**config.mk**
```make
export PLATFORM = sky130hd
export DESIGN_NAME = uart_receiver_flat
export DESIGN_NICKNAME = d
export VERILOG_FILES = /design/src/rtl/uart_receiver_if.sv /design/src/rtl/uart_receiver.sv /design/src/flat_wrapper.sv
export SDC_FILE = /design/constraint.sdc
export NUM_CORES = 1
export LEC_CHECK = 0
export BUFFER_PORTS_ARGS = -buffer_cell sky130_fd_sc_hd__buf_2
export CORE_MARGIN = 4
export CORE_UTILIZATION = 51
export DETAILED_ROUTE_END_ITERATION = 16
export PLACE_DENSITY = 0.82
export SLEW_MARGIN = 20
export SYNTH_ARGS = -nofsm -noshare
export SYNTH_HDL_FRONTEND = slang
export SYNTH_SLANG_ARGS = --single-unit
```
**constraint.sdc**
```tcl
create_clock -name ckht -period 1.9 [get_ports ckht]
set_input_delay 0.095 -clock ckht [delete_from_list [all_inputs] [get_ports ckht]]
set_output_delay 0.095 -clock ckht [all_outputs]
set_load 0.1 [all_outputs]
```
**src/rtl/uart_receiver_if.sv**
```systemverilog
// Bundle between the line/tick source and the UART receiver.
// rx_done_tick is a one-cycle valid strobe qualifying rx_data/frame_err; there is no ready (no backpressure).
interface uart_receiver_if #(
    parameter int DBITS = 8
);
    logic             s_tick;
    logic             rx;
    logic [DBITS-1:0] rx_data;
    logic             rx_done_tick;
    logic             frame_err;
    logic [1:0]       dbg_state;

    modport master (
        output s_tick, rx,
        input  rx_data, rx_done_tick, frame_err, dbg_state
    );

    modport slave (
        input  s_tick, rx,
        output rx_data, rx_done_tick, frame_err, dbg_state
    );
endinterface

```
**src/rtl/uart_receiver.sv**
```systemverilog
// 16x-oversampled UART receiver: start-glitch rejection, 3-sample majority per bit,
// stop-bit check, registered word with a one-cycle done pulse.
module uart_receiver #(
    parameter int DBITS   = 8,
    parameter int SB_TICK = 16
) (
    input  logic           ckht,
    input  logic           rst,
    uart_receiver_if.slave rx_if
);
    localparam int SW = (SB_TICK > 16) ? $clog2(SB_TICK) : 4;

    typedef enum logic [1:0] {
        IDLE  = 2'd0,
        START = 2'd1,
        DATA  = 2'd2,
        STOP  = 2'd3
    } state_t;

    state_t           r_state, w_state_nxt;
    logic [SW-1:0]    r_s, w_s_nxt;
    logic [2:0]       r_n, w_n_nxt;
    logic [DBITS-1:0] r_sr, w_sr_nxt;
    logic             r_v0, w_v0_nxt;
    logic             r_v1, w_v1_nxt;
    logic [DBITS-1:0] r_data, w_data_nxt;
    logic             r_done, w_done_nxt;
    logic             r_ferr, w_ferr_nxt;
    logic             r_rx_meta, r_rx_s;
    logic             w_maj;

    // Two-flop synchronizer; resets to the idle line level so reset never looks like a start bit.
    always_ff @(posedge ckht or posedge rst) begin
        if (rst) begin
            r_rx_meta <= 1'b1;
            r_rx_s    <= 1'b1;
        end else begin
            r_rx_meta <= rx_if.rx;
            r_rx_s    <= r_rx_meta;
        end
    end

    assign w_maj = (r_v0 & r_v1) | (r_v0 & r_rx_s) | (r_v1 & r_rx_s);

    always_ff @(posedge ckht or posedge rst) begin
        if (rst) begin
            r_state <= IDLE;
            r_s     <= '0;
            r_n     <= '0;
            r_sr    <= '0;
            r_v0    <= 1'b0;
            r_v1    <= 1'b0;
            r_data  <= '0;
            r_done  <= 1'b0;
            r_ferr  <= 1'b0;
        end else begin
            r_state <= w_state_nxt;
            r_s     <= w_s_nxt;
            r_n     <= w_n_nxt;
            r_sr    <= w_sr_nxt;
            r_v0    <= w_v0_nxt;
            r_v1    <= w_v1_nxt;
            r_data  <= w_data_nxt;
            r_done  <= w_done_nxt;
            r_ferr  <= w_ferr_nxt;
        end
    end

    always_comb begin
        w_state_nxt = r_state;
        w_s_nxt     = r_s;
        w_n_nxt     = r_n;
        w_sr_nxt    = r_sr;
        w_v0_nxt    = r_v0;
        w_v1_nxt    = r_v1;
        w_data_nxt  = r_data;
        w_done_nxt  = 1'b0;
        w_ferr_nxt  = r_ferr;
        case (r_state)
            IDLE: begin
                if (!r_rx_s) begin
                    w_state_nxt = START;
                    w_s_nxt     = '0;
                end
            end
            START: begin
                if (rx_if.s_tick) begin
                    if (r_s == SW'(7)) begin
                        if (!r_rx_s) begin
                            w_state_nxt = DATA;
                            w_s_nxt     = '0;
                            w_n_nxt     = '0;
                        end else begin
                            w_state_nxt = IDLE;
                        end
                    end else begin
                        w_s_nxt = r_s + SW'(1);
                    end
                end
            end
            DATA: begin
                if (rx_if.s_tick) begin
                    if (r_s == SW'(13)) w_v0_nxt = r_rx_s;
                    if (r_s == SW'(14)) w_v1_nxt = r_rx_s;
                    if (r_s == SW'(15)) begin
                        w_sr_nxt = {w_maj, r_sr[DBITS-1:1]};
                        w_s_nxt  = '0;
                        if (r_n == 3'(DBITS - 1)) w_state_nxt = STOP;
                        else                      w_n_nxt     = r_n + 3'd1;
                    end else begin
                        w_s_nxt = r_s + SW'(1);
                    end
                end
            end
            STOP: begin
                if (rx_if.s_tick) begin
                    if (r_s == SW'(SB_TICK - 3)) w_v0_nxt = r_rx_s;
                    if (r_s == SW'(SB_TICK - 2)) w_v1_nxt = r_rx_s;
                    // Leave at mid stop bit so the next start edge can follow without a gap.
                    if (r_s == SW'(SB_TICK - 1)) begin
                        w_data_nxt  = r_sr;
                        w_ferr_nxt  = ~w_maj;
                        w_done_nxt  = 1'b1;
                        w_state_nxt = IDLE;
                        w_s_nxt     = '0;
                    end else begin
                        w_s_nxt = r_s + SW'(1);
                    end
                end
            end
            default: w_state_nxt = IDLE;
        endcase
    end

    assign rx_if.rx_data      = r_data;
    assign rx_if.rx_done_tick = r_done;
    assign rx_if.frame_err    = r_ferr;
    assign rx_if.dbg_state    = r_state;
endmodule

```
**src/flat_wrapper.sv**
```systemverilog
// flat-port wrapper written by rule: the top's interface ports become plain ports
module uart_receiver_flat 
#(
    parameter int DBITS   = 8,
    parameter int SB_TICK = 16
)
  (ckht, rst, rx_if_s_tick, rx_if_rx, rx_if_rx_data, rx_if_rx_done_tick, rx_if_frame_err, rx_if_dbg_state);
  uart_receiver_if #(.DBITS(DBITS)) rx_if_i ();
  input  logic ckht;
  input  logic rst;
  input wire logic [$bits(rx_if_i.s_tick)-1:0] rx_if_s_tick;
  input wire logic [$bits(rx_if_i.rx)-1:0] rx_if_rx;
  output wire logic [$bits(rx_if_i.rx_data)-1:0] rx_if_rx_data;
  output wire logic [$bits(rx_if_i.rx_done_tick)-1:0] rx_if_rx_done_tick;
  output wire logic [$bits(rx_if_i.frame_err)-1:0] rx_if_frame_err;
  output wire logic [$bits(rx_if_i.dbg_state)-1:0] rx_if_dbg_state;
  assign rx_if_i.s_tick = rx_if_s_tick;
  assign rx_if_i.rx = rx_if_rx;
  assign rx_if_rx_data = rx_if_i.rx_data;
  assign rx_if_rx_done_tick = rx_if_i.rx_done_tick;
  assign rx_if_frame_err = rx_if_i.frame_err;
  assign rx_if_dbg_state = rx_if_i.dbg_state;
  uart_receiver #(.DBITS(DBITS), .SB_TICK(SB_TICK)) u_core (.ckht(ckht), .rst(rst), .rx_if(rx_if_i));
endmodule
```
==> impl_results.md <==
* 1st-pass router iterations at 4
* Die width at 61.53 um
* Num CTS Buffers at 5
* Final GP Congestion at 0.7882
* Routed vias at 915
* Slew Viols, Final at 0
* Cell row count at 19
* Reg2reg start: u_core.r_s[1]$_DFFE_PP0P_
* GR Overflow Total at 0
* Worst setup SP type: flip-flop
* Area contributors post-synth: dfrtp_1 50%, mux2_2 14%, ha_1 4.3%
* Clk sink count at 31
* GRT Overall Usage at 14.76%
* CTS tree: built
* Area delta synth->final at 15.15%
* Post-Synthesis Cells at 116
* Peak Freq at slightly below 0.6 GHz
* Status: finished, final reports clean
* Reg clk slew, reported paths at around 0.09 ns
* Die Span Y at between 60 and 70 um
* Total die area at 0.003786 mm^2
* Unrepaired setup endpoints after global routing: false
* CP max FO at 8
* CP required at about 2.1 ns
* Largest net degree at the start of global routing at 32
* Setup TNS at 0 ns
* Setup CP Type: flip-flop to flip-flop
* Antenna Nets Post-Route at 0
* R2R Path End: u_core.r_sr[6]$_DFFE_PP0P_
* Final worst path period need at 1.732 ns
* Worst Setup End Kind: flip-flop
* Final hold vios at 0
* Pwr/cell area at 1250 mW/mm^2
* CTS Buffer Depth at 2
* Slew HR at 67.26%
* Post-synthesis register bit count at 31
* Cell variety after synth at 32
* Mapped Area at 0.001461 mm^2
* Worst Hold Launch: rx_if_s_tick
* Post-synth top area share at 49.66%
* Antenna violations before repair at 0
* Leak at ~0.0009 uW
* Largest stage delay, worst path at 0.39 ns
* First-pass GRT wire length at 4043 um
* Final period utilization at 91.18%
* Total Nets Final at 149
* Clock latency at the later pin of the worst-skew pair at roughly 0.32 ns
* Top Ports at 16
* # port buffers at 15
* CP max-delay cell: dfrtp_1
* Synthesized Nets at 125
* Initial core utilization at 52.99%
* Fillers at 230
* Placed cell count at 160
* Post-Route WL at between 2000 and 2500 um
* VDD IR-drop max at 0.0009047 V
* Ant diodes at 0
* Core Area at 0.002758 mm^2
* Hold path depth at 5
* Yosys top cell by area: dfrtp_1
* Drt first-iter violations at 19
* Worst Path Arrival at approximately 2 ns
* Worst reg2reg path depth at 5
* Worst-margin pin slew at 0.4944 ns
* Hold path endpoint: u_core.rx_if.dbg_state[0]$_DFFE_PP0P_
* Critical-path cell list: ha_2, and4_4, and3b_1, buf_4, mux2_2
* Average size of a mapped cell at 12.60 um^2
* Setup-failing EPs final at 0
* Worst min path class: input pin to flip-flop
* Skew final at 0.006120 ns
* Routed vias/inst at 5.320
* Fin cells at 172
* Layout cells sized above 1 at 42.55%
* Seq/Total Area, Yosys at between 50% and 60%
* R2r setup slk at 0.17 ns
* CTS HTree Levels at 2
* Post-DP HPWL at 1604 um
* Root Buffer: clkbuf_4
* Drc violations at 0
* Core Util, Final at 61.03%
* Ys Warns at 0
* WL/cell at around 13 um
* Vias in the first global route at roughly 900
* Max Cap Viol at 0
## kinds of logic (layout without fill, tap and decap cells)
family                     count (synthesis)  after routing  synth area share, %
and+or+nand+nor                           29             29                11.13
AOI/OAI and AO/OA                         16             16                9.161
muxes                                     20             20                15.92
DFF                                       31             31                53.25
adders and majority gates                  6              6                4.966
buffers and inverters                     14             39                5.565
## cell usage after synthesis (all sizes together)
cell and number:
a22o 1, nor3b 2, inv 8, and3b 1
maj3 1, o2bb2ai 1, dfstp 2, a22oi 1
nor2 5, nand4 1, a21o 2, mux2 20
nand2 9, a211o 1, o31a 1, nand3b 3
a31oi 1, and4 1, o21ai 3, a31o 1
nand3 3, o211ai 2, dfrtp 29, o21a 2
ha 5, buf 6, nor3 4
## registers in the layout (all words and copies together) (netlist names), named ones only
name                       count
u_core.rx_if.frame_err         1
u_core.r_v1                    1
u_core.rx_if.dbg_state         1
u_core.r_sr                    8
u_core.r_rx_meta               1
u_core.rx_if.rx_done_tick      1
u_core.rx_if.rx_data           8
u_core.r_n                     3
u_core.r_v0                    1
u_core.r_s                     4
u_core.r_rx_s                  1
## critical path, delay by kind of cell (launching register included)
family / cells / cell delay [ns]
and+or+nand+nor: 2 / 0.47
adders and majority gates: 1 / 0.24
buffers and inverters: 1 / 0.20
muxes: 1 / 0.34
DFF: 1 / 0.39
## timing repair
item,4_1_cts,5_1_grt
buffers inserted,0,2
gates resized for setup,0,1
hold buffers,2,0
endpoints found under the hold margin,30,0
endpoints found under the setup margin,0,9
## area by class of cell
| class | instances | area (um^2) | share of cell area, % |
|---|---|---|---|
| clock buffer | 6 | 51.30 | 3.048 |
| clock inverter | 2 | 35.03 | 2.082 |
| tap | 31 | 38.79 | 2.305 |
| inverter | 8 | 30.03 | 1.784 |
| multi-input combinational | 71 | 604.3 | 35.91 |
| sequential | 31 | 783.3 | 46.54 |
| timing repair buffer | 23 | 140.1 | 8.327 |
## worst max-delay path by stage
stage                     slack, ns  cells past startpoint                 startpoint                          to
after CTS                      0.05                      5  u_core.r_s[1]$_DFFE_PP0P_  u_core.r_sr[6]$_DFFE_PP0P_
final                          0.17                      5  u_core.r_s[1]$_DFFE_PP0P_  u_core.r_sr[6]$_DFFE_PP0P_
after detailed placement       0.08                      5  u_core.r_s[1]$_DFFE_PP0P_  u_core.r_sr[6]$_DFFE_PP0P_
after global routing           0.07                      5  u_core.r_s[1]$_DFFE_PP0P_  u_core.r_sr[6]$_DFFE_PP0P_
after floorplan               0.004                      6                  flip-flop   u_core.r_n[1]$_DFFE_PP0P_
after global placement         0.14                      5  u_core.r_s[1]$_DFFE_PP0P_  u_core.r_sr[0]$_DFFE_PP0P_
## layer usage
layer	routed length [um]	GRT usage, %	vias up
met2	1095	21.67	22
met4	16	5.455	0
met3	111	6.289	2
met1	1023	19.42	433
li1	-	-	458
met5	0	0	-
## cells in the final DEF, fill, tap and decap left out, types with 2 or more instances in the layout
master	instances
buf_2	15
buf_4	6
clkbuf_4	5
dfrtp_1	27
dfstp_2	2
dlygate4sd3_1	2
ha_1	4
inv_1	8
mux2_2	18
mux2_4	2
nand2_1	9
nand3_1	3
nand3b_1	3
nor2_1	5
nor3_1	3
nor3b_1	2
o211ai_1	2
o21a_1	2
o21ai_0	3
## metrics by stage
step	total power [uW]	hold WS [ns]	cell area, um^2	worst slack (ns)
floorplan	1468	0.09948	1466	0.004348
global placement	1528	0.1845	1559	0.1391
detailed placement	1558	0.1953	1559	0.07926
CTS	2101	0.2213	1665	0.05360
global route	2235	0.2510	1683	0.07022
finish	2104	0.2349	1683	0.1677
## power breakdown
part           total [uW]  internal, uW  switching, uW
Sequential            892           758            134
Clock                 532           311            221
Combinational         680           227            453
Total                2100          1300            807
(Power assumes the default switching activity.)
